$ cat config.mk
export PLATFORM = sky130hd
export DESIGN_NAME = instr_mem_loader
export DESIGN_NICKNAME = d
export VERILOG_FILES = /design/src/rtl/instr_mem_loader.sv
export SDC_FILE = /design/constraint.sdc
export NUM_CORES = 1
export LEC_CHECK = 0
export CAP_MARGIN = 10
export CORE_ASPECT_RATIO = 0.9
export CORE_MARGIN = 5
export CORE_UTILIZATION = 40
export CTS_CLUSTER_DIAMETER = 80
export DETAILED_ROUTE_END_ITERATION = 12
export SYNTH_ARGS = -nofsm -noshare
export SYNTH_HDL_FRONTEND = slang
export SYNTH_SLANG_ARGS = --single-unit
$ cat constraint.sdc
create_clock -name clk -period 3.14 [get_ports clk]
set_input_delay 0.314 -clock clk [delete_from_list [all_inputs] [get_ports clk]]
set_output_delay 0.314 -clock clk [all_outputs]
set_load 0.005 [all_outputs]
$ cat src/rtl/instr_mem_loader.sv
// Byte-stream loader for the instruction memory: parses a count header, packs 3-byte words
// and writes them from START_ADDR upward while holding the CPU. Option: LOADER_CHECKSUM_EN.
module instr_mem_loader #(
    parameter int ADDR_W     = 12,
    parameter int DATA_W     = 19,
    parameter int START_ADDR = 0
) (
    input  logic              clk,
    input  logic              rst,
    input  logic              start,
    input  logic              in_valid,
    input  logic [7:0]        in_data,
    output logic              in_ready,
    output logic              mem_we,
    output logic [ADDR_W-1:0] mem_addr,
    output logic [DATA_W-1:0] mem_wdata,
    output logic              busy,
    output logic              cpu_hold,
    output logic              done,
    output logic              error,
    output logic [ADDR_W:0]   words_written
);

    typedef enum logic [3:0] {
        S_IDLE   = 4'd0,
        S_HDR_HI = 4'd1,
        S_HDR_LO = 4'd2,
        S_B2     = 4'd3,
        S_B1     = 4'd4,
        S_B0     = 4'd5,
        S_WRITE  = 4'd6,
        S_CSUM   = 4'd7,
        S_END    = 4'd8
    } state_t;

    // Words that fit between START_ADDR and the top of memory.
    localparam logic [16:0]       CAPACITY = 17'((1 << ADDR_W) - START_ADDR);
    localparam logic [ADDR_W-1:0] BASE     = ADDR_W'(START_ADDR);

    state_t            state_q, state_d;
    logic [15:0]       cnt_q, cnt_d;
    logic [7:0]        b2_q, b2_d;
    logic [7:0]        b1_q, b1_d;
    logic              mem_we_q, mem_we_d;
    logic [ADDR_W-1:0] mem_addr_q, mem_addr_d;
    logic [DATA_W-1:0] mem_wdata_q, mem_wdata_d;
    logic              busy_q, busy_d;
    logic              done_q, done_d;
    logic              error_q, error_d;
    logic [ADDR_W:0]   ww_q, ww_d;

    logic              xfer_s;
    logic [15:0]       hdr_n_s;
    logic [ADDR_W:0]   ww_inc_s;
    logic              last_word_s;
    logic              csum_bad_s;
    state_t            after_payload_s;

    assign in_ready = (state_q == S_HDR_HI) || (state_q == S_HDR_LO) ||
                      (state_q == S_B2)     || (state_q == S_B1)     ||
                      (state_q == S_B0)     || (state_q == S_CSUM);
    assign xfer_s      = in_valid & in_ready;
    assign hdr_n_s     = {cnt_q[15:8], in_data};
    assign ww_inc_s    = ww_q + {{ADDR_W{1'b0}}, 1'b1};
    assign last_word_s = (17'(ww_inc_s) == {1'b0, cnt_q});

`ifdef LOADER_CHECKSUM_EN
    logic [7:0] csum_q, csum_d;

    assign after_payload_s = S_CSUM;
    assign csum_bad_s      = (in_data != csum_q);

    // Running XOR over every header and payload byte of the current load.
    always_comb begin
        csum_d = csum_q;
        if ((state_q == S_IDLE) && start) begin
            csum_d = 8'h00;
        end else if (xfer_s && (state_q != S_CSUM)) begin
            csum_d = csum_q ^ in_data;
        end else begin
            csum_d = csum_q;
        end
    end

    // Checksum accumulator register.
    always_ff @(posedge clk or posedge rst) begin
        if (rst) begin
            csum_q <= 8'h00;
        end else begin
            csum_q <= csum_d;
        end
    end
`else
    assign after_payload_s = S_END;
    assign csum_bad_s      = 1'b0;
`endif

    // Next-state and output computation for the load sequencer.
    always_comb begin
        state_d     = state_q;
        cnt_d       = cnt_q;
        b2_d        = b2_q;
        b1_d        = b1_q;
        mem_we_d    = 1'b0;
        mem_addr_d  = mem_addr_q;
        mem_wdata_d = mem_wdata_q;
        error_d     = error_q;
        ww_d        = ww_q;
        case (state_q)
            S_IDLE: begin
                if (start) begin
                    state_d = S_HDR_HI;
                    error_d = 1'b0;
                    ww_d    = '0;
                end else begin
                    state_d = S_IDLE;
                end
            end
            S_HDR_HI: begin
                if (xfer_s) begin
                    cnt_d   = {in_data, 8'h00};
                    state_d = S_HDR_LO;
                end else begin
                    state_d = S_HDR_HI;
                end
            end
            S_HDR_LO: begin
                if (xfer_s) begin
                    cnt_d = hdr_n_s;
                    if (hdr_n_s == 16'd0) begin
                        state_d = after_payload_s;
                    end else if ({1'b0, hdr_n_s} > CAPACITY) begin
                        // Oversized image: flag it and skip payload and checksum.
                        error_d = 1'b1;
                        state_d = S_END;
                    end else begin
                        state_d = S_B2;
                    end
                end else begin
                    state_d = S_HDR_LO;
                end
            end
            S_B2: begin
                if (xfer_s) begin
                    b2_d    = in_data;
                    state_d = S_B1;
                end else begin
                    state_d = S_B2;
                end
            end
            S_B1: begin
                if (xfer_s) begin
                    b1_d    = in_data;
                    state_d = S_B0;
                end else begin
                    state_d = S_B1;
                end
            end
            S_B0: begin
                if (xfer_s) begin
                    mem_we_d    = 1'b1;
                    mem_addr_d  = BASE + ww_q[ADDR_W-1:0];
                    mem_wdata_d = DATA_W'({b2_q, b1_q, in_data});
                    state_d     = S_WRITE;
                end else begin
                    state_d = S_B0;
                end
            end
            S_WRITE: begin
                ww_d = ww_inc_s;
                if (last_word_s) begin
                    state_d = after_payload_s;
                end else begin
                    state_d = S_B2;
                end
            end
            S_CSUM: begin
                if (xfer_s) begin
                    if (csum_bad_s) begin
                        error_d = 1'b1;
                    end else begin
                        error_d = error_q;
                    end
                    state_d = S_END;
                end else begin
                    state_d = S_CSUM;
                end
            end
            S_END: begin
                state_d = S_IDLE;
            end
            default: begin
                state_d = S_IDLE;
            end
        endcase
        // Status flags follow the state being entered so they are registered.
        busy_d = (state_d != S_IDLE) && (state_d != S_END);
        done_d = (state_d == S_END);
    end

    // Sequencer state and registered outputs.
    always_ff @(posedge clk or posedge rst) begin
        if (rst) begin
            state_q     <= S_IDLE;
            cnt_q       <= 16'd0;
            b2_q        <= 8'h00;
            b1_q        <= 8'h00;
            mem_we_q    <= 1'b0;
            mem_addr_q  <= '0;
            mem_wdata_q <= '0;
            busy_q      <= 1'b0;
            done_q      <= 1'b0;
            error_q     <= 1'b0;
            ww_q        <= '0;
        end else begin
            state_q     <= state_d;
            cnt_q       <= cnt_d;
            b2_q        <= b2_d;
            b1_q        <= b1_d;
            mem_we_q    <= mem_we_d;
            mem_addr_q  <= mem_addr_d;
            mem_wdata_q <= mem_wdata_d;
            busy_q      <= busy_d;
            done_q      <= done_d;
            error_q     <= error_d;
            ww_q        <= ww_d;
        end
    end

    assign mem_we        = mem_we_q;
    assign mem_addr      = mem_addr_q;
    assign mem_wdata     = mem_wdata_q;
    assign busy          = busy_q;
    assign cpu_hold      = busy_q;
    assign done          = done_q;
    assign error         = error_q;
    assign words_written = ww_q;

endmodule
==> flow_summary.yaml, run 1 <==
routing:
  postRouteAntennaNets: 0
  via_count: 2778
  wl_um: 8940
  avgViaCountPerCell: 5.43
  drc_errors: 0
  firstDrtPassIters: 4
  wl_per_cell_um: 17.5
  drt_first_iter_violations: 187
power_and_ir_drop:
  switchingPower_mw: 1.27
  switching_share: 0.324
  power_frac_comb: 0.364
  pwr-share-seq: 0.433
  p_per_area_mw_per_mm2: 828
  fin_total_pwr_mw: 3.92
  peakVddDrop_mv: 0.422
  pwr-share-clk: 0.203
  intPower_mw: 2.65
  leakagePower_nw: 2.02
timing:
  tightest_slew_ns: 0.734
  finClkSkew_ns: 0.0131
  setup-tns-final_ns: 0
  hold_viol: 0
  fmax_ghz: 0.421
  period_share: 0.756
  slew_headroom: 0.508
  finalMaxSlewViolations: 0
  fin_ws_ns: 0.767
  min_period_ns: 2.37
  setup_violations: 0
  rsz0062_at_grt: "false"
setup_path:
  crit_start: "words_written[1]$_DFFE_PP0P_"
  reg2reg_depth: 7
  start_kind: "flop"
  timing.reg2reg.setup_slack_ns: 0.77
  cp-endpoint: "state_q[1]$_DFF_PP0_"
  crit_path_end_kind: "flop"
  r2r_start: "words_written[1]$_DFFE_PP0P_"
  crit_required_ns: 3.37
  worstPathArrival_ns: 2.60
  worstReg2RegEnd: "state_q[1]$_DFF_PP0_"
  crit_type: "flop to flop"
  crit_fanout: 10
layout:
  syn_to_final_growth_pct: 24.2
  multi_input_area_sq_mm: 0.00172
  final_cell_count_no_fill: 512
  register_area_sq_mm: 0.00198
  insertedDiodeCount: 0
  drive_gt1_frac: 0.195
  fin_nets: 398
  fill_cells: 834
clocking:
  cts_resized: 0
  numCtsBuffers: 9
  post_cts_buffers: 0
  ctsHoldBuffers: 0
  path_clk_slew_ns: 0.09
  cts_max_level: 3
  cts_buffer_depth: 2
  cts_root_buffer: "clkbuf_8"
  clk-insertion-delay-late_ns: 0.36
  clock_sinks: 79
  cts_tree: "yes"
global_route:
  grt.overflow.total: 0
  grtUsageMet1: 0.222
  met2_usage: 0.265
  antenna_found_initial: 0
  grt_use_met3: 0.0493
  grt_busiest_layer: "met2"
  track_usage: 0.164
  grt_pass1_vias: 2868
  grt_max_degree: 29
  grt_pass1_wl_um: 15100
synthesis:
  ys_types: 54
  syn_inst: 329
  seq_area_frac_synth: 0.518
  ys_warn_count: 0
  synth_async_sr_flop_share: 1.00
  synth_largest_area_cell: "dfrtp_1"
  synthFlopType: "dfrtp_1"
  synth_fp_nets: 342
  synth_edf_count: 0
  synth.most_common_cell: "dfrtp_1"
  synth_area_leaders: "dfrtp_1 52%, mux2_2 13%, o21ai_0 2.8%"
  ys_seq_elements: 79
  netlist_area_sq_mm: 0.00381
  synth_top_area_frac: 0.518
  synth_common_cells: "79 x dfrtp_1, 43 x mux2_2, 21 x o21ai_0, 19 x nand2_1, 19 x nor2_1"
  syn_avg_cell_area_sq_um: 11.6
run_status:
  status: "completed"
placed_design:
  post-place-ws_ns: 0.700
  gp_congestion: 0.911
  place_hpwl_um: 6440
  dp.cells: 496
  io_buffer_count: 61
run:
  drv_cap: 0
floorplan:
  fp.dieW_um: 113
  row_count: 33
  initial_core_util: 0.414
  die_h_um: 103
  fp.dieArea_sq_mm: 0.0116
  core-area_sq_mm: 0.00921
  num_io_pins: 62
min_path:
  min_path_type: "input pin to async pin"
-- kinds of logic (layout without fill, tap and decap cells) --
logic type | after synthesis | in the layout | synth area share
buf+inv | 29 | 90 | 0.0318
flops | 79 | 79 | 0.518
simple gates | 85 | 85 | 0.120
xor+xnor | 15 | 15 | 0.0344
compound gates | 67 | 67 | 0.136
mux | 53 | 53 | 0.156
fa+ha+maj | 1 | 1 | 0.00328
-- flip-flops by register name (all words and copies together) (netlist names) --
signal and cells:
mem_wdata 19, cnt_q 16, words_written 13, mem_addr 12, b1_q 8, state_q 4, b2_q 3, busy 1
done 1, error 1, mem_we 1
-- stage by stage --
step | area [sq um] | util | hold WS, ns
finish | 4740 | 0.515 | 0.263
global route | 4740 | 0.515 | 0.290
CTS | 4740 | 0.515 | 0.264
detailed placement | 4530 | 0.492 | 0.474
global placement | 4530 | 0.492 | 0.471
floorplan | 3810 | - | 0.454
-- layer usage --
layer / part of all wire / vias up
met3: 0.053 / 4
met2: 0.47 / 76
met5: 0 / -
li1: - / 1315
met1: 0.47 / 1383
met4: 0.0043 / 0
-- layout make-up --
cell class | count | area share
Timing Repair Buffer | 67 | 0.138
Tap cell | 122 | 0.0322
Inverter | 7 | 0.00581
Multi-Input combinational cell | 221 | 0.362
Clock inverter | 7 | 0.0182
Clock buffer | 9 | 0.0261
Sequential cell | 79 | 0.417
-- worst min-delay path by stage --
stage	from	endpoint	slack, ns
finish	rst	mem_wdata[4]$_DFFE_PP0N_	0.26
global route	rst	mem_wdata[4]$_DFFE_PP0N_	0.29
CTS	rst	mem_wdata[4]$_DFFE_PP0N_	0.26
detailed placement	mem_wdata[9]$_DFFE_PP0N_	mem_wdata[9]$_DFFE_PP0N_	0.47
floorplan	in_data[7]	cnt_q[7]$_DFFE_PP0P_	0.45
global placement	mem_addr[11]$_DFFE_PP0N_	mem_addr[11]$_DFFE_PP0N_	0.47
-- power groups by stage --
| stage | Clock (mW) | Combinational [mW] | Sequential [mW] |
|---|---|---|---|
| 6_report | 0.795 | 1.43 | 1.70 |
| 5_1_grt | 0.864 | 1.57 | 1.76 |
| 4_1_cts | 0.825 | 1.46 | 1.70 |
| 3_5_place_dp | 0 | 1.45 | 1.72 |
| 3_3_place_gp | 0 | 1.44 | 1.70 |
| 2_1_floorplan | 0 | 0.850 | 1.63 |
-- cell usage in the layout, fill, tap and decap left out, drive strengths merged, types with 6 or more instances in the layout --
cell,count
mux2,51
inv,10
nand4,8
xor2,6
a22o,9
o21ai,22
clkbuf,9
dfrtp,79
nand2,20
nor2,19
and2,6
clkdlybuf4s50,61
buf,6
xnor2,9
nand3,9
-- critical path, stage by stage, from the launching register on --
cell,delay (ns)
dfrtp_1,0.53
ha_1,0.42
nand3_1,0.15
nor3_1,0.39
xnor2_1,0.16
o31ai_1,0.14
o31ai_4,0.33
o21ai_1,0.11
No activity file was read; power rests on OpenSTA's default activity.
==> inputs of run 2 (changes only) <==
Clock period 3.14 ns to 2.2 ns, I/O delays scaled along.
==> flow_summary.yaml, run 2 (synthesized netlist as in run 1, its figures left out) <==
global_route:
  grt_pass1_vias: 3040
  track_usage: 0.176
  antenna_found_initial: 0
  grt.overflow.total: 0
  grt_pass1_wl_um: 16000
  grt_max_degree: 33
timing:
  setup_violations: 0
  finClkSkew_ns: 0.0115
  period_share: 0.938
  hold_viol: 0
  slew_headroom: 0.564
  setup-tns-final_ns: 0
  rsz0062_at_grt: "false"
  min_period_ns: 2.06
  timing.hold.ws_ns: 0.262
  finalMaxSlewViolations: 0
  tightest_slew_ns: 0.652
  fmax_ghz: 0.484
power_and_ir_drop:
  power_frac_comb: 0.387
  leakagePower_nw: 2.17
  switchingPower_mw: 1.86
  switching_share: 0.333
  peakVddDrop_mv: 0.530
  p_per_area_mw_per_mm2: 1110
  pwr-share-clk: 0.182
  pwr-share-seq: 0.431
  intPower_mw: 3.73
routing:
  via_count: 2925
  postRouteAntennaNets: 0
  wl_um: 9480
  avgViaCountPerCell: 5.37
  firstDrtPassIters: 5
  drt_first_iter_violations: 170
  drc_errors: 0
  wl_per_cell_um: 17.4
floorplan:
  initial_core_util: 0.414
  fp.dieW_um: 113
  row_count: 33
  core-area_sq_mm: 0.00921
  num_io_pins: 62
  die_h_um: 103
  fp.dieArea_sq_mm: 0.0116
layout:
  fill_cells: 819
  final_cell_count_no_fill: 545
  drive_gt1_frac: 0.281
  syn_to_final_growth_pct: 31.8
  layout_commonest_cell: "dfrtp_1"
  insertedDiodeCount: 0
  largest_reg_flops: 19
  fin_nets: 431
  final_cell_mix: "76 x dfrtp_1, 61 x clkdlybuf4s50_1, 43 x mux2_2"
setup_path:
  timing.reg2reg.setup_slack_ns: 0.14
  start_kind: "flop"
  r2r_start: "words_written[1]$_DFFE_PP0P_"
  crit_required_ns: 2.42
  crit_type: "flop to flop"
  reg2reg_depth: 7
  crit_path_end_kind: "flop"
  worstPathArrival_ns: 2.29
  worstReg2RegEnd: "state_q[1]$_DFF_PP0_"
  crit_fanout: 4
run:
  drv_cap: 0
run_status:
  status: "completed"
clocking:
  ctsHoldBuffers: 0
  clk-insertion-delay-late_ns: 0.35
  cts_max_level: 3
  path_clk_slew_ns: 0.09
  cts_root_buffer: "clkbuf_8"
  post_cts_buffers: 0
  cts_buffer_depth: 2
  clock_sinks: 79
  numCtsBuffers: 9
  cts_tree: "yes"
placed_design:
  dp.cells: 529
  io_buffer_count: 61
  gp_congestion: 0.908
  place_hpwl_um: 6930
min_path:
  min_path_type: "input pin to async pin"
## run 2: cell type report
cell class,count,area [sq um],share of cell area
Sequential cell,79,1980,0.394
Multi-Input combinational cell,221,1740,0.347
Timing Repair Buffer,100,941,0.187
Tap cell,122,153,0.0304
Clock buffer,9,124,0.0246
Clock inverter,7,56.3,0.0112
Inverter,7,30.0,0.00597
## run 2: power groups by stage
stage | combinational, mW | clock [mW] | sequential (mW)
after global routing | 2.37 | 1.13 | 2.49
final | 2.16 | 1.02 | 2.41
after floorplan | 1.21 | 0 | 2.32
after detailed placement | 2.18 | 0 | 2.43
after CTS | 2.19 | 1.06 | 2.41
after global placement | 2.15 | 0 | 2.41
## run 2: worst max-delay path by stage
stage	startpoint	end
final	words_written[1]$_DFFE_PP0P_	state_q[1]$_DFF_PP0_
after CTS	words_written[0]$_DFFE_PP0P_	state_q[1]$_DFF_PP0_
after global placement	in_data[0]	busy$_DFF_PP0_
after global routing	words_written[1]$_DFFE_PP0P_	state_q[1]$_DFF_PP0_
after detailed placement	in_data[0]	state_q[1]$_DFF_PP0_
after floorplan	words_written[1]$_DFFE_PP0P_	state_q[1]$_DFF_PP0_
## run 2: per-stage QoR
stage | total power [mW] | utilization | worst slack, ns | cell area [sq um]
floorplan | 3.54 | - | 0.0485 | 3820
global placement | 4.56 | 0.523 | -0.0124 | 4820
detailed placement | 4.61 | 0.523 | -0.0244 | 4820
CTS | 5.67 | 0.543 | 0.0692 | 5000
global route | 5.99 | 0.546 | 0.0120 | 5030
finish | 5.59 | 0.546 | 0.135 | 5030
## run 2: timing repair
action | 4_1_cts | 5_1_grt
endpoints found under the hold margin | 0 | 0
gates resized for setup | 0 | 9
setup endpoints to repair | 0 | 5
## run 2: routing by layer
metal,share of wire,track usage
met1,0.47,0.242
met2,0.47,0.275
met3,0.047,0.0552
met4,0.013,0.0416
met5,0,0
## run 2: worst max-delay path: stages, from the launching register on
cell,delay (ns)
dfrtp_1,0.38
buf_4,0.14
nand2_2,0.06
or3_4,0.40
a2111oi_4,0.38
nand4_2,0.19
o31ai_4,0.29
o21ai_1,0.10
